==> config.mk <==
export PLATFORM = sky130hd
export DESIGN_NAME = mem_stage
export DESIGN_NICKNAME = d
export VERILOG_FILES = /design/src/rtl/mem_stage_pkg.sv /design/src/rtl/mem_stage_align.sv /design/src/rtl/mem_stage.sv
export SDC_FILE = /design/constraint.sdc
export NUM_CORES = 1
export LEC_CHECK = 0
export ABC_AREA = 1
export CORE_MARGIN = 5
export CORE_UTILIZATION = 49
export CTS_CLUSTER_DIAMETER = 120
export DETAILED_ROUTE_END_ITERATION = 8
export PLACE_DENSITY_LB_ADDON = 0.12
export SYNTH_ARGS = -nofsm -noshare
export SYNTH_HDL_FRONTEND = slang
export SYNTH_SLANG_ARGS = --single-unit
==> constraint.sdc <==
create_clock -name clk -period 10.2 [get_ports clk]
set_input_delay 1.02 -clock clk [delete_from_list [all_inputs] [get_ports clk]]
set_output_delay 1.02 -clock clk [all_outputs]
set_load 0.05 [all_outputs]
==> src/rtl/mem_stage_pkg.sv <==
// Shared types for the memory stage: operation encoding, bus access size and
// a decoder that splits a memop into size / direction / signedness.
package mem_stage_pkg;

    localparam int XLEN  = 64;
    localparam int REG_W = 5;

    typedef logic [XLEN-1:0] u64;

    typedef enum logic [3:0] {
        MEM_NONE = 4'd0,
        LB, LH, LW, LD, LBU, LHU, LWU,
        SB, SH, SW, SD
    } memop_t;

    typedef enum logic [1:0] {
        MSIZE_B = 2'd0,
        MSIZE_H = 2'd1,
        MSIZE_W = 2'd2,
        MSIZE_D = 2'd3
    } msize_t;

    typedef struct packed {
        msize_t size;
        logic   is_load;
        logic   is_store;
        logic   is_signed;
    } memop_info_t;

    function automatic memop_info_t decode_memop(input memop_t op);
        memop_info_t info;
        info.size      = MSIZE_B;
        info.is_load   = 1'b0;
        info.is_store  = 1'b0;
        info.is_signed = 1'b0;
        case (op)
            LB:  begin info.size = MSIZE_B; info.is_load = 1'b1; info.is_signed = 1'b1; end
            LH:  begin info.size = MSIZE_H; info.is_load = 1'b1; info.is_signed = 1'b1; end
            LW:  begin info.size = MSIZE_W; info.is_load = 1'b1; info.is_signed = 1'b1; end
            LD:  begin info.size = MSIZE_D; info.is_load = 1'b1; end
            LBU: begin info.size = MSIZE_B; info.is_load = 1'b1; end
            LHU: begin info.size = MSIZE_H; info.is_load = 1'b1; end
            LWU: begin info.size = MSIZE_W; info.is_load = 1'b1; end
            SB:  begin info.size = MSIZE_B; info.is_store = 1'b1; end
            SH:  begin info.size = MSIZE_H; info.is_store = 1'b1; end
            SW:  begin info.size = MSIZE_W; info.is_store = 1'b1; end
            SD:  begin info.size = MSIZE_D; info.is_store = 1'b1; end
            default: ;
        endcase
        return info;
    endfunction

endpackage

==> src/rtl/mem_stage_align.sv <==
// Combinational byte-lane logic: misalignment check, store strobe/data
// placement and load data extraction with sign/zero extension.
module mem_align
    import mem_stage_pkg::*;
(
    input  memop_t     i_memop,
    input  logic [2:0] i_offset,
    input  u64         i_sdata,
    input  u64         i_rdata,
    output logic       o_is_mem,
    output logic       o_is_load,
    output msize_t     o_size,
    output logic       o_misalign,
    output logic [7:0] o_strobe,
    output u64         o_wdata,
    output u64         o_ldata
);

    memop_info_t w_info;
    logic [5:0]  w_shamt;
    logic [7:0]  w_size_mask;
    logic [2:0]  w_align_mask;
    u64          w_rshift;

    always_comb begin
        w_info   = decode_memop(i_memop);
        w_shamt  = {i_offset, 3'b000};
        w_rshift = i_rdata >> w_shamt;

        case (w_info.size)
            MSIZE_B: begin w_size_mask = 8'h01; w_align_mask = 3'b000; end
            MSIZE_H: begin w_size_mask = 8'h03; w_align_mask = 3'b001; end
            MSIZE_W: begin w_size_mask = 8'h0F; w_align_mask = 3'b011; end
            default: begin w_size_mask = 8'hFF; w_align_mask = 3'b111; end
        endcase

        o_is_mem   = w_info.is_load || w_info.is_store;
        o_is_load  = w_info.is_load;
        o_size     = w_info.size;
        o_misalign = o_is_mem && ((i_offset & w_align_mask) != 3'b000);

        // Loads leave strobe and write data at zero so nothing is written.
        o_strobe = w_info.is_store ? (w_size_mask << i_offset) : 8'h00;
        o_wdata  = w_info.is_store ? (i_sdata << w_shamt) : '0;

        case (w_info.size)
            MSIZE_B: o_ldata = w_info.is_signed ? {{56{w_rshift[7]}},  w_rshift[7:0]}
                                                : {56'd0, w_rshift[7:0]};
            MSIZE_H: o_ldata = w_info.is_signed ? {{48{w_rshift[15]}}, w_rshift[15:0]}
                                                : {48'd0, w_rshift[15:0]};
            MSIZE_W: o_ldata = w_info.is_signed ? {{32{w_rshift[31]}}, w_rshift[31:0]}
                                                : {32'd0, w_rshift[31:0]};
            default: o_ldata = w_rshift;
        endcase
    end

endmodule

==> src/rtl/mem_stage.sv <==
// Memory pipeline stage: issues one data-bus request per memory op, aligns
// load data and holds a single registered writeback record.
module mem_stage
    import mem_stage_pkg::*;
(
    input  logic             clk,
    input  logic             reset,
    input  logic             in_valid,
    output logic             in_ready,
    input  u64               in_result,
    input  memop_t           in_memop,
    input  u64               in_sdata,
    input  logic [REG_W-1:0] in_rd,
    input  logic             in_wen,
    output logic             out_valid,
    input  logic             out_ready,
    output u64               out_result,
    output logic [REG_W-1:0] out_rd,
    output logic             out_wen,
    output logic             out_misalign,
    output logic             dreq_valid,
    output u64               dreq_addr,
    output msize_t           dreq_size,
    output logic [7:0]       dreq_strobe,
    output u64               dreq_data,
    input  logic             dresp_data_ok,
    input  u64               dresp_data
);

    typedef enum logic [1:0] {
        S_IDLE = 2'd0,
        S_REQ  = 2'd1,
        S_DONE = 2'd2
    } state_t;

    state_t           r_state;
    memop_t           r_memop;
    logic             r_is_load;
    logic [REG_W-1:0] r_rd;
    logic             r_wen;

    logic             r_out_valid;
    u64               r_out_result;
    logic [REG_W-1:0] r_out_rd;
    logic             r_out_wen;
    logic             r_out_misalign;

    logic             r_dreq_valid;
    u64               r_dreq_addr;
    msize_t           r_dreq_size;
    logic [7:0]       r_dreq_strobe;
    u64               r_dreq_data;

    logic             w_in_fire;
    memop_t           w_al_memop;
    logic [2:0]       w_al_offset;
    logic             w_is_mem;
    logic             w_is_load;
    msize_t           w_size;
    logic             w_misalign;
    logic [7:0]       w_strobe;
    u64               w_wdata;
    u64               w_ldata;

    assign in_ready  = (r_state == S_IDLE) || ((r_state == S_DONE) && out_ready);
    assign w_in_fire = in_valid && in_ready;

    // While a request is outstanding no input can be accepted, so the single
    // aligner serves the held op in REQ and the incoming op otherwise.
    assign w_al_memop  = (r_state == S_REQ) ? r_memop : in_memop;
    assign w_al_offset = (r_state == S_REQ) ? r_dreq_addr[2:0] : in_result[2:0];

    mem_align u_align (
        .i_memop    (w_al_memop),
        .i_offset   (w_al_offset),
        .i_sdata    (in_sdata),
        .i_rdata    (dresp_data),
        .o_is_mem   (w_is_mem),
        .o_is_load  (w_is_load),
        .o_size     (w_size),
        .o_misalign (w_misalign),
        .o_strobe   (w_strobe),
        .o_wdata    (w_wdata),
        .o_ldata    (w_ldata)
    );

    always_ff @(posedge clk or posedge reset) begin
        if (reset) begin
            r_state        <= S_IDLE;
            r_memop        <= MEM_NONE;
            r_is_load      <= 1'b0;
            r_rd           <= '0;
            r_wen          <= 1'b0;
            r_out_valid    <= 1'b0;
            r_out_result   <= '0;
            r_out_rd       <= '0;
            r_out_wen      <= 1'b0;
            r_out_misalign <= 1'b0;
            r_dreq_valid   <= 1'b0;
            r_dreq_addr    <= '0;
            r_dreq_size    <= MSIZE_B;
            r_dreq_strobe  <= '0;
            r_dreq_data    <= '0;
        end else if (w_in_fire) begin
            r_memop   <= in_memop;
            r_is_load <= w_is_load;
            r_rd      <= in_rd;
            r_wen     <= in_wen;
            if (!w_is_mem) begin
                r_state        <= S_DONE;
                r_out_valid    <= 1'b1;
                r_out_result   <= in_result;
                r_out_rd       <= in_rd;
                r_out_wen      <= in_wen;
                r_out_misalign <= 1'b0;
            end else if (w_misalign) begin
                r_state        <= S_DONE;
                r_out_valid    <= 1'b1;
                r_out_result   <= in_result;
                r_out_rd       <= in_rd;
                r_out_wen      <= 1'b0;
                r_out_misalign <= 1'b1;
            end else begin
                r_state       <= S_REQ;
                r_out_valid   <= 1'b0;
                r_dreq_valid  <= 1'b1;
                r_dreq_addr   <= in_result;
                r_dreq_size   <= w_size;
                r_dreq_strobe <= w_strobe;
                r_dreq_data   <= w_wdata;
            end
        end else begin
            case (r_state)
                S_REQ: begin
                    if (dresp_data_ok) begin
                        r_state        <= S_DONE;
                        r_dreq_valid   <= 1'b0;
                        r_out_valid    <= 1'b1;
                        r_out_result   <= r_is_load ? w_ldata : r_dreq_addr;
                        r_out_rd       <= r_rd;
                        r_out_wen      <= r_is_load && r_wen;
                        r_out_misalign <= 1'b0;
                    end
                end
                S_DONE: begin
                    if (out_ready) begin
                        r_state     <= S_IDLE;
                        r_out_valid <= 1'b0;
                    end
                end
                default: ;
            endcase
        end
    end

    assign out_valid    = r_out_valid;
    assign out_result   = r_out_result;
    assign out_rd       = r_out_rd;
    assign out_wen      = r_out_wen;
    assign out_misalign = r_out_misalign;
    assign dreq_valid   = r_dreq_valid;
    assign dreq_addr    = r_dreq_addr;
    assign dreq_size    = r_dreq_size;
    assign dreq_strobe  = r_dreq_strobe;
    assign dreq_data    = r_dreq_data;

endmodule

==> metrics.csv <==
stage,metric,value,unit
outcome,outcome,finished clean,
pwr,Pwr Density,354,nW/um2
global_routing,vias in the first global route,15848,
setup_path,crit start category,register,
cts,CTS tree,done,
floorplan,# rows,63,
pwr,Combinational Power Share,64.6,%
worst_hold_path,min-delay src,r_rd[1]$_DFFE_PP0P_,
timing,Fin Setup TNS,0,ns
place,Setup WS pre-CTS,5.07,ns
setup_path,CP top delay family,simple AND/OR/NAND/NOR gates,
cts,# hold bufs at CTS,0,
global_routing,initial antenna violation count,25,
timing,Final Hold Fails,0,
pwr,Pint,3.12,mW
routing,drt drc,0,
timing,Worst Tran Pin Value,1.17,ns
cts,Resize count post-CTS,0,
logic_synthesis,register area share after synthesis,38.2,%
place,dpl cells,2953,
setup_path,worst-path cell chain,nand3_2 -> nand2_4 -> buf_4 -> nand2_1 -> nand3_1 -> nand2_1 -> nand2_1 -> nand3_2 -> nand2_1 -> inv_2 -> nand2_1 -> nand2_1 -> nand2_1 -> nand2_1 -> nand2_1,
timing,crit path time final,5.00,ns
timing,Setup Skew,0.0280,ns
cts,Num CTS Buffers,26,
setup_path,Critical Path Start,r_state[0]$_DFFE_PP0P_,
timing,final worst slack,5.20,ns
logic_synthesis,Yosys warning total,0,
setup_path,crit path DAT,5.46,ns
setup_path,CP dominant cell by count,nand2_1,
logic_synthesis,leading post-synthesis cells by cell area,"dfrtp_1 (38%), nand2_1 (25%), nand3_1 (8.4%)",
logic_synthesis,"Distinct cells, synth",37,
timing,# setup viols final,0,
timing,Slew Limit Fails,0,
floorplan,Initial Utilization,49.5,%
logic_synthesis,asr flop ratio synth,100,%
pwr,NetSw,3.79,mW
cts,Clock Pin Slew Worst Setup and Hold Paths,0.06,ns
timing,Slew headroom,22.0,%
routing,final wirelength,58.1,mm
global_routing,final global-route overflow total,0,
logic_synthesis,Avg Inst Size Synth,6.39,um2
timing,crit share post-route,49.0,%
setup_path,critical path's largest stage delay,0.88,ns
cts,H-tree Lvls,1,
setup_path,critical path type,reg2reg,
setup_path,worst-path fanout max,111,
pwr,sw frac,54.8,%
logic_synthesis,Mapped Area,14600,um2
cts,"Setup Fix Bufs, Post-CTS",0,
cts,Clock Path Buffers,3,
cts,Root Buffer,clkbuf_16,
routing,antenna-violating nets left,0,
cells_and_area,fin cells,3016,
floorplan,I/O pins,419,
global_routing,GRT Total Usage,33.5,%
worst_hold_path,Hold Path Class,reg2reg,
logic_synthesis,Post-Synthesis Cells,2288,
logic_synthesis,ys flop type,dfrtp_1,
logic_synthesis,Synth top area share,38.2,%
global_routing,global-route wire length before repair,89.8,mm
floorplan,die height,183,um
logic_synthesis,Syn Nets,2495,
setup_path,worst r2r src,r_state[0]$_DFFE_PP0P_,
place,gpl congestion,0.951,
setup_path,Worst setup EP type,register,
routing,vias per inst,5.57,
routing,WL/cell,19.3,um
place,placed wire-length estimate,41.8,mm
floorplan,core area,29600,um2
setup_path,Critical-path top delay cell,buf_4,
floorplan,Die Area,33400,um2
cts,Clock Latency Late Sink,0.55,ns
logic_synthesis,"EDFF count, synth",0,
pwr,Sequential Power Share,22.1,%
pwr,worst vdd ir,267,uV
floorplan,Die X-Extent,183,um
timing,RSZ-0062 raised after global routing,false,
place,Port Buffers,418,
pwr,Clk pwr share,13.3,%
cells_and_area,P&R area growth vs syn,33.5,%
global_routing,pin count of the biggest net entering global routing,142,
run,max-cap check violation count,0,
routing,Pre-antenna DRT Iters,6,
pwr,Leakage Power,9.73,nW
cells_and_area,NumNets Final,2798,
routing,DR vias,16807,
timing,Max Fclk,0.200,GHz
logic_synthesis,largest area contributor in the netlist,dfrtp_1,
logic_synthesis,Seq cells post-synth,223,
setup_path,Buf/Inv on CP,2,
routing,starting DRC count in detailed routing,1758,
setup_path,worst path required time,10.66,ns
cells_and_area,layout cells sized above 1,3.83,%
cts,CTS Sinks,223,
## per-layer routing
metal	global-route usage (%)	vias to the layer above	share of wire [%]
li1	-	7930	-
met1	45.3	7826	40
met2	53.2	918	46
met5	0	-	0.16
met3	8.17	119	10
met4	11.4	14	3.2
## synthesized netlist by cell type (3+ instances only)
library cell	number
o211ai_1	10
nand3_1	245
buf_6	9
o22ai_1	15
nand2_1	967
nor3_1	12
nand2_2	9
buf_4	19
nand4_1	43
o31ai_1	3
inv_2	6
inv_1	151
a21oi_1	28
o21ai_2	4
buf_1	5
o21ai_0	187
nand2_4	5
buf_2	65
a22oi_1	8
dfrtp_1	223
or2_2	4
nor2_1	163
a32o_1	3
o21ai_1	25
clkbuf_1	61
## worst min-delay path: cells and delay by family (launching register included)
family           cells  cell delay (ns)
AND/OR/NAND/NOR      2             0.12
flip-flops           1             0.32
## final cells by class
class                           instances  area, um2
Antenna cell                           17       42.5
Clock buffer                           36        749
Clock inverter                         10       83.8
Fill cell                            2734      10000
Inverter                              160        612
Multi-Input combinational cell       1746       7660
Sequential cell                       223       5580
Tap cell                              390        488
Timing Repair Buffer                  434       4300
## sequential cells by signal, indices dropped and copies added (netlist names)
name          flops
dreq_addr        64
dreq_data        64
out_result       64
dreq_strobe       8
out_rd            5
r_rd              5
r_memop           4
dreq_size         2
r_state           2
dreq_valid        1
out_misalign      1
out_wen           1
r_is_load         1
r_wen             1
## kinds of logic (layout without fill, tap and decap cells)
kind of cell / after synthesis / count (layout) / share of synthesized area, %
mux: 1 / 1 / 0.0685
buf+inv: 319 / 640 / 9.71
simple gates: 1459 / 1459 / 41.5
other cells: 0 / 17 / 0
compound gates: 286 / 286 / 10.5
flops: 223 / 223 / 38.2
## stage by stage
step	instance area [um2]	util, %	hold WS, ns	total power [mW]
2_1_floorplan	14600	-	0.445	4.55
3_3_place_gp	18600	63.1	0.459	5.90
3_5_place_dp	18600	63.1	0.464	5.95
4_1_cts	19500	65.9	0.478	6.90
5_1_grt	19500	66.0	0.490	7.36
6_report	19500	66.0	0.478	6.92
## placed cells by master (no fill, tap or decap), types with 6 or more instances in the layout
cell type / netlist / routed
o21ai_1: 25 / 24
nand2_4: 5 / 7
nor2_1: 163 / 163
nand3_1: 245 / 245
nand4_1: 43 / 43
o21ai_0: 187 / 187
dfrtp_1: 223 / 223
clkdlybuf4s50_1: 0 / 418
a22oi_1: 8 / 8
clkinv_2: 0 / 7
nand2_2: 9 / 9
diode_2: 0 / 17
nand2_1: 967 / 965
a21oi_1: 28 / 28
inv_2: 6 / 6
o211ai_1: 10 / 10
buf_4: 19 / 16
o22ai_1: 15 / 15
clkbuf_16: 0 / 27
nor3_1: 12 / 12
inv_1: 151 / 149
## worst paths after layout
| check | to | slack [ns] | depth (start not counted) |
|---|---|---|---|
| setup / recovery | out_result[13]$_DFFE_PP0P_ | 5.20 | 15 |
| hold / removal | r_rd[1]$_DFFE_PP0P_ | 0.48 | 2 |
| setup reg to reg | out_result[13]$_DFFE_PP0P_ | 5.20 | 15 |
| hold reg to reg | r_rd[1]$_DFFE_PP0P_ | 0.48 | 2 |
| max in group asynchronous | dreq_data[49]$_DFFE_PP0P_ | 7.37 | 3 |
| min in group asynchronous | out_result[17]$_DFFE_PP0P_ | 1.12 | 2 |
## power groups by stage
stage / clock network, mW / registers, mW / logic (mW)
2_1_floorplan: 0 / 2.69 / 1.86
3_3_place_gp: 0 / 1.53 / 4.37
3_5_place_dp: 0 / 1.52 / 4.43
4_1_cts: 0.929 / 1.52 / 4.45
5_1_grt: 0.969 / 1.57 / 4.81
6_report: 0.920 / 1.53 / 4.47
(Power assumes the default switching activity.)
